==> config.mk <==
export PLATFORM = sky130hd
export DESIGN_NAME = stream_rr_arbiter_4
export DESIGN_NICKNAME = d
export VERILOG_FILES = /design/src/rtl/stream_rr_arbiter_4.sv
export SDC_FILE = /design/constraint.sdc
export NUM_CORES = 1
export LEC_CHECK = 0
export ABC_AREA = 1
export CORE_ASPECT_RATIO = 1.2
export CORE_MARGIN = 10
export CORE_UTILIZATION = 36
export DETAILED_ROUTE_END_ITERATION = 6
export GPL_TIMING_DRIVEN = 1
export PLACE_DENSITY = 0.79
export REMOVE_ABC_BUFFERS = 1
export SYNTH_ARGS = -nofsm -noshare
export SYNTH_HDL_FRONTEND = slang
export SYNTH_SLANG_ARGS = --single-unit
==> constraint.sdc <==
create_clock -name clk -period 2.85 [get_ports clk]
set_input_delay 0.57 -clock clk [delete_from_list [all_inputs] [get_ports clk]]
set_output_delay 0.57 -clock clk [all_outputs]
set_load 0.02 [all_outputs]
==> src/rtl/stream_rr_arbiter_4.sv <==
// stream_rr_arbiter_4
// Four-input round-robin arbiter for a ready/valid stream carrying an unsigned
// `data` word and a signed `data2` word. One valid requester is granted per
// cycle. The search starts at the input after the one served last. The winning
// beat is captured in a single output register, so the block is one stage deep
// and can move one beat per cycle.
//
// Ports:
//   clk                      rising-edge clock
//   rst                      asynchronous active-high reset
//   inN_data/inN_data2       request payload, N = 0..3
//   inN_valid                request valid, N = 0..3
//   inN_ready                grant/accept, combinational, N = 0..3
//   out_data/out_data2       registered payload
//   out_valid                registered valid
//   out_ready                downstream accept
//   out_src                  registered index of the input that supplied out_*
module stream_rr_arbiter_4 #(
    parameter int DATA_WIDTH  = 16,
    parameter int DATA2_WIDTH = 13
) (
    input  logic                          clk,
    input  logic                          rst,
    input  logic [DATA_WIDTH-1:0]         in0_data,
    input  logic signed [DATA2_WIDTH-1:0] in0_data2,
    input  logic                          in0_valid,
    output logic                          in0_ready,
    input  logic [DATA_WIDTH-1:0]         in1_data,
    input  logic signed [DATA2_WIDTH-1:0] in1_data2,
    input  logic                          in1_valid,
    output logic                          in1_ready,
    input  logic [DATA_WIDTH-1:0]         in2_data,
    input  logic signed [DATA2_WIDTH-1:0] in2_data2,
    input  logic                          in2_valid,
    output logic                          in2_ready,
    input  logic [DATA_WIDTH-1:0]         in3_data,
    input  logic signed [DATA2_WIDTH-1:0] in3_data2,
    input  logic                          in3_valid,
    output logic                          in3_ready,
    output logic [DATA_WIDTH-1:0]         out_data,
    output logic signed [DATA2_WIDTH-1:0] out_data2,
    output logic                          out_valid,
    input  logic                          out_ready,
    output logic [1:0]                    out_src
);

    logic [1:0]                    ptr_r;
    logic [3:0]                    valid_s;
    logic                          any_valid_s;
    logic                          load_s;
    logic                          fire_s;
    logic [1:0]                    grant_s;
    logic [1:0]                    idx_s;
    logic                          found_s;
    logic [DATA_WIDTH-1:0]         sel_data_s;
    logic signed [DATA2_WIDTH-1:0] sel_data2_s;

    assign valid_s     = {in3_valid, in2_valid, in1_valid, in0_valid};
    assign any_valid_s = |valid_s;
    // The output register can take a new beat when it is empty or is being drained this cycle.
    assign load_s      = !out_valid || out_ready;
    // Gating with rst keeps producers from seeing an accept while reset is held.
    assign fire_s      = load_s && any_valid_s && !rst;

    assign in0_ready = fire_s && (grant_s == 2'd0);
    assign in1_ready = fire_s && (grant_s == 2'd1);
    assign in2_ready = fire_s && (grant_s == 2'd2);
    assign in3_ready = fire_s && (grant_s == 2'd3);

    // Priority search: the first valid input in the order ptr, ptr+1, ptr+2, ptr+3 (mod 4).
    always_comb begin
        grant_s = 2'd0;
        found_s = 1'b0;
        idx_s   = 2'd0;
        for (int i = 0; i < 4; i++) begin
            idx_s = ptr_r + i[1:0];
            if (!found_s && valid_s[idx_s]) begin
                grant_s = idx_s;
                found_s = 1'b1;
            end else begin
                found_s = found_s;
            end
        end
    end

    // Payload multiplexer driven by the grant index.
    always_comb begin
        sel_data_s  = in0_data;
        sel_data2_s = in0_data2;
        case (grant_s)
            2'd0: begin
                sel_data_s  = in0_data;
                sel_data2_s = in0_data2;
            end
            2'd1: begin
                sel_data_s  = in1_data;
                sel_data2_s = in1_data2;
            end
            2'd2: begin
                sel_data_s  = in2_data;
                sel_data2_s = in2_data2;
            end
            2'd3: begin
                sel_data_s  = in3_data;
                sel_data2_s = in3_data2;
            end
            default: begin
                sel_data_s  = in0_data;
                sel_data2_s = in0_data2;
            end
        endcase
    end

    // Output register and round-robin pointer. A load takes priority over a plain drain,
    // so that a simultaneous accept and load replaces the beat without a bubble.
    always_ff @(posedge clk or posedge rst) begin
        if (rst) begin
            out_valid <= 1'b0;
            out_data  <= '0;
            out_data2 <= '0;
            out_src   <= 2'd0;
            ptr_r     <= 2'd0;
        end else if (fire_s) begin
            out_valid <= 1'b1;
            out_data  <= sel_data_s;
            out_data2 <= sel_data2_s;
            out_src   <= grant_s;
            ptr_r     <= grant_s + 2'd1;
        end else if (out_ready) begin
            out_valid <= 1'b0;
        end else begin
            out_valid <= out_valid;
        end
    end

endmodule

==> flow_summary.yaml, run 1 <==
routing:
  wl_per_cell_um: 17.1
  wl_met2_mm: 5.24
  ant_nets: 0
  dr.pass1.iters: 4
  totalWireLength_mm: 9.74
  num_vias: 2876
  drc: 0
  top_layer_used: "met4"
  drt-met1-wl_mm: 3.66
  first_iter_violations: 116
  via_per_inst: 5.05
  wl_met3_um: 691
finish:
  nets: 615
  synthToLayoutAreaGrowth_pct: 89.0
  n_antenna_cell: 0
  fill_cells: 507
  drive_above_1_share_pct: 15.6
  regArea_sq_um: 853
  multi_input_area_sq_um: 1390
grt:
  grt_start_max_net_pins: 35
  grt_first_pass_wirelength_mm: 14.9
  grt_usage_pct: 18.3
  grt_pass1_vias: 3003
  overflow: 0
  antenna_found_initial: 0
hold_path:
  hp-start: "out_data2[5]$_DFFE_PP0P_"
  hold_class: "reg2reg"
clock_network:
  clock-sinks: 34
  root_buffer: "clkbuf_8"
  htree_levels: 2
  cts_made_buffers: 5
  clk_latency_ns: 0.28
  clk_path_buf_depth: 2
  hold_buffers: 0
  cts_tree: "built"
  clk_pin_slew_ns: 0.06
pwr:
  power_density_nw_per_um2: 1250
  peakVddDrop_uv: 853
  p_leak_nw: 1.95
worst_setup_path:
  startpoint: "ptr_r[0]$_DFFE_PP0P_"
  r2r_setup_slack_ns: 0.19
  crit_path_end_kind: "output pin"
  slowest_delay_ns: 0.44
  cp_data_arrival_time_ns: 2.24
  critPathTopFamily: "buffers and inverters"
  cp_common_cell: "buf_6"
  critPathRequiredTime_ns: 2.28
  cp_cell_sequence: "clkbuf_16, buf_4, o21ai_4, buf_6, nand2_1, nand2_1, nand3_2, nand2_4, buf_6, ha_4, inv_2, nor2_4, buf_6"
  r2r_start: "ptr_r[0]$_DFFE_PP0P_"
  crit_type: "reg2out"
  path_max_fanout: 4
  slowest_stage: "dfrtp_2"
  start_kind: "flip-flop"
  critPathBufInv: 6
floorplanning:
  design.portCount: 159
  dieWidth_um: 93.2
  die-area_sq_um: 10000
  coreArea_sq_um: 6130
  initial_utilization_pct: 37.8
  rows: 31
  die_h_um: 108
outcome:
  run_status: "finished, final reports clean"
synthesis:
  ys_seq_area_share_pct: 36.8
  ys_types: 23
  syn_area_sq_um: 2310
  synth_top_area_share_pct: 36.8
  postSynthCellCount: 316
  syn_area_per_cell_sq_um: 7.32
  synth_seq_cells: 34
  synth_top_area_cell: "dfrtp_1"
  synth_area_leaders: "dfrtp_1, nand2_1, a221oi_1"
  yosysWarnings: 0
sta:
  slew_headroom_pct: 70.6
  tns_ns: 0
  fin_crit_ns: 2.81
  min_period_over_period_pct: 98.6
  hold_viol: 0
  setup_ws_ns: 0.0396
  fin_skew_ns: 0.00200
  fmax_mhz: 356
  rsz0062_at_grt: "yes"
  setup_viol: 0
  drv_slew: 0
  tightest_slew_ns: 0.442
place:
  pre_cts_ws_ns: -0.543
  gp_congestion: 0.831
  port-buffer-count: 158
  hpwl_mm: 7.34
job:
  max_cap_violations: 0
[final timing paths]
check                                           end  cells past startpoint
min reg2reg                out_data2[5]$_DFFE_PP0P_                      2
max reg2reg                 out_data[2]$_DFFE_PP0P_                     16
min                        out_data2[5]$_DFFE_PP0P_                      2
min in group asynchronous     out_valid$_DFFE_PP0P_                      3
max in group asynchronous      ptr_r[1]$_DFFE_PP0P_                      3
max                                       in3_ready                     13
[through the flow]
stage | instance area [sq um] | util (%) | hold WS, ns | instances | power, mW
6_report | 4370 | 71.3 | 0.479 | 569 | 5.47
5_1_grt | 4370 | 71.3 | 0.510 | 569 | 5.96
4_1_cts | 4220 | 68.8 | 0.483 | 565 | 5.28
3_5_place_dp | 4070 | 66.5 | 0.465 | 554 | 4.75
3_3_place_gp | 4070 | 66.5 | 0.464 | 554 | 4.63
2_1_floorplan | 2200 | - | 0.591 | 293 | 3.13
[kinds of logic after synthesis]
logic type | share of synthesized area, %
AND/OR/NAND/NOR | 30.6
flip-flops | 36.8
adder cells (fa/ha/maj) | 2.70
AO/OA/AOI/OAI | 21.7
buffers and inverters | 8.27
[power breakdown]
group / switching [mW] / internal (mW) / leakage (nW) / total [mW]
Combinational: 2.38 / 1.91 / 1.49 / 4.29
Clock: 0.164 / 0.168 / 0.0383 / 0.332
Sequential: 0.127 / 0.718 / 0.420 / 0.845
[cell usage after synthesis, drive strengths merged]
cell type	instances
ha	5
nand3	7
nor3	1
buf	8
nand4	1
inv	20
and2	2
a31o	1
o21ai	2
nand2	127
a221oi	29
dfrtp	34
nor2	34
clkbuf	15
o31ai	29
o21a	1
[cells in the final DEF (no fill, tap or decap), drive strengths merged]
| cell type | synthesis | layout |
|---|---|---|
| nand3 | 7 | 7 |
| o31ai | 29 | 29 |
| buf | 8 | 32 |
| a221oi | 29 | 29 |
| clkinv | 0 | 1 |
| ha | 5 | 5 |
| nor2 | 34 | 34 |
| o21a | 1 | 1 |
| dlymetal6s2s | 0 | 1 |
| nor3 | 1 | 1 |
| and2 | 2 | 2 |
| dlygate4sd2 | 0 | 3 |
| o21ai | 2 | 2 |
| inv | 20 | 19 |
| nand2 | 127 | 127 |
| clkdlybuf4s50 | 0 | 150 |
| a31o | 1 | 1 |
| nand4 | 1 | 1 |
| dfrtp | 34 | 34 |
| clkbuf | 15 | 8 |
[timing repair]
item | 4_1_cts | 5_1_grt
gates resized for setup | 35 | 27
buffers inserted | 4 | 3
endpoints found under the setup margin | 4 | 12
hold endpoints to repair | 0 | 0
gates cloned | 0 | 1
pin swaps | 11 | 14
[metal layers]
metal  track usage (%)  vias up
met4              4.75        0
met2              35.2      101
met5                 0        -
met3              6.98       14
met1              17.7     1348
li1                  -     1413
[registers in the layout, indices dropped and copies added (netlist names)]
name       cells
out_valid      1
out_data2     13
out_data      16
ptr_r          2
out_src        2
[area by class of cell]
type | instances | area share [%]
flip-flops and latches | 34 | 19.5
clock buffers | 7 | 1.75
well taps | 82 | 2.35
multi-input cells | 239 | 31.8
inverters | 20 | 2.12
repair buffers | 187 | 42.5
[worst reg2reg max path: cells and delay by family (launching register included)]
| kind | cells | cell delay (ns) |
|---|---|---|
| flip-flops | 1 | 0.44 |
| buffers and inverters | 7 | 0.91 |
| AND/OR/NAND/NOR | 5 | 0.48 |
| AO/OA/AOI/OAI | 3 | 0.52 |
| adder cells (fa/ha/maj) | 1 | 0.18 |
Note: power is estimated with default switching activity, not from simulation.
==> inputs of run 2 (changes only) <==
--- a/constraint.sdc
+++ b/constraint.sdc
@@ -3,2 +3,2 @@
 set_output_delay 0.57 -clock clk [all_outputs]
-set_load 0.02 [all_outputs]
+set_load 0.1 [all_outputs]
==> run 2 against run 1 <==
Against the previous run:
- the run now ends with setup timing left
- global-route usage about the same
- count of clock-buffer cells in the layout unchanged
- setup slack got worse by 0.17 ns
- critical path type unchanged
- largest cell class unchanged
==> flow_summary.yaml, run 2 (synthesis results as in run 1) <==
sta:
  fmax_mhz: 335
  tns_ns: -0.268
  drv_slew: 0
  rsz0062_at_grt: "yes"
  fin_crit_ns: 2.98
  min_period_over_period_pct: 105
  setup_viol: 4
  setup_ws_ns: -0.131
  hold_viol: 0
  slew_headroom_pct: 68.7
  tightest_slew_ns: 0.470
  fin_skew_ns: 0.00935
worst_setup_path:
  start_kind: "flip-flop"
  cp_data_arrival_time_ns: 2.41
  path_max_fanout: 5
  r2r_start: "ptr_r[0]$_DFFE_PP0P_"
  critPathRequiredTime_ns: 2.28
  reg2reg_depth: 20
  crit_path_end_kind: "output pin"
  r2r_setup_slack_ns: 0.08
  reg2reg_to: "out_data2[12]$_DFFE_PP0P_"
  crit_type: "reg2out"
routing:
  totalWireLength_mm: 10.7
  wl_per_cell_um: 18.3
  via_per_inst: 5.13
  num_vias: 2979
  drt-met1-wl_mm: 4.16
  wl_met2_mm: 5.64
  dr.pass1.iters: 6
  wl_met3_um: 589
  top_layer_used: "met4"
  drc: 0
  first_iter_violations: 176
  ant_nets: 0
floorplanning:
  coreArea_sq_um: 6130
  rows: 31
  die-area_sq_um: 10000
  initial_utilization_pct: 37.8
  die_h_um: 108
  dieWidth_um: 93.2
  design.portCount: 159
hold_path:
  hold_depth: 2
  hp-start: "out_data2[9]$_DFFE_PP0P_"
  hold_class: "reg2reg"
  worstHoldEndpoint: "out_data2[9]$_DFFE_PP0P_"
finish:
  synthToLayoutAreaGrowth_pct: 97.4
  layout_common_cells: "clkdlybuf4s50_1, nand2_1, buf_4"
  fin_cells: 581
  largest_register_ffs: 16
  top_register: "out_data"
  layout_commonest_cell: "clkdlybuf4s50_1"
  reg_top3: "out_data (16), out_data2 (13)"
  nets: 627
  drive_above_1_share_pct: 28.9
  n_antenna_cell: 0
place:
  hpwl_mm: 7.33
  dp_cells: 551
  gp_congestion: 0.799
  port-buffer-count: 158
clock_network:
  clk_pin_slew_ns: 0.06
  clk_path_buf_depth: 2
  cts_tree: "built"
  clk_latency_ns: 0.28
  clock-sinks: 34
  root_buffer: "clkbuf_8"
  htree_levels: 2
  cts_made_buffers: 5
grt:
  antenna_found_initial: 0
  grt_pass1_vias: 3131
  grt_start_max_net_pins: 35
  overflow: 0
  grt_usage_pct: 18.3
  grt_first_pass_wirelength_mm: 15.1
outcome:
  violations: "setup timing"
  run_status: "finished, violations left"
job:
  max_cap_violations: 0
run 2: cell count changes in the layout (fill, tap and decap cells not counted), moves of 2 or more:
cell | previous run | this run
buf_4 | 25 | 65
clkdlybuf4s50_1 | 150 | 118
a221oi_1 | 29 | 13
a221oi_2 | 0 | 16
nand2_2 | 11 | 7
nand2_4 | 5 | 9
buf_12 | 3 | 6
inv_1 | 13 | 10
nor2_1 | 33 | 30
inv_2 | 4 | 6
nor2_4 | 1 | 3
run 2: final cells by class:
cell class                 instances  area [sq um]
multi-input combinational        239          1530
tap                               82           103
fill                             478          1560
inverter                          20          95.1
timing repair buffer             199          1910
sequential                        34           853
clock buffer                       7          76.3
run 2: worst max path at each step:
stage / startpoint / endpoint / slack (ns)
floorplan: rst / in0_ready / -2.21
global placement: in3_valid / in2_ready / -0.18
detailed placement: in3_valid / in2_ready / -0.22
CTS: ptr_r[0]$_DFFE_PP0P_ / in0_ready / 0.05
global route: ptr_r[0]$_DFFE_PP0P_ / in0_ready / -0.22
finish: ptr_r[0]$_DFFE_PP0P_ / in0_ready / -0.13
run 2: what timing repair did:
item / in CTS / in global routing
setup buffers: 8 / 14
hold buffers: 0 / 0
cloned: 0 / 1
gates resized for setup: 25 / 50
endpoints found under the setup margin: 4 / 33
pin swaps: 16 / 19
run 2: metrics by stage:
| step | util [%] | hold slack (ns) | area [sq um] | setup slack, ns |
|---|---|---|---|---|
| finish | 74.5 | 0.485 | 4570 | -0.131 |
| global route | 74.5 | 0.513 | 4570 | -0.223 |
| CTS | 68.6 | 0.486 | 4210 | 0.0519 |
| detailed placement | 65.3 | 0.470 | 4000 | -0.217 |
| global placement | 65.3 | 0.467 | 4000 | -0.184 |
| floorplan | - | 0.616 | 2200 | -2.21 |
run 2: worst max-delay path, stage by stage (launching register included):
cell and delay (ns):
dfrtp_2 0.45, buf_6 0.15, o21ai_2 0.20, nand2_4 0.09
nand2_4 0.08, buf_4 0.12, nand2_1 0.08, nand2_1 0.11
nand2_1 0.08, nand2_2 0.09, nand2_4 0.09, inv_4 0.09
ha_4 0.13, inv_2 0.04, nor2_4 0.13, buf_12 0.19
run 2: layer usage:
metal	track usage, %	up-vias
met1	19.1	1401
li1	-	1438
met4	5.52	0
met3	5.37	20
met2	34.4	120
met5	0	-
Power of run 2 is not shown: default switching activity piles up to over one toggle a cycle in this logic, so the estimate is an artifact.
==> inputs of run 3 (changes only) <==
Settings changed: CAP_MARGIN from default to 20.
==> results of run 3 <==
Same layout as run 2: the final DEF is identical, and so are final timing and power.
Power of run 3 is left out for the same reason.
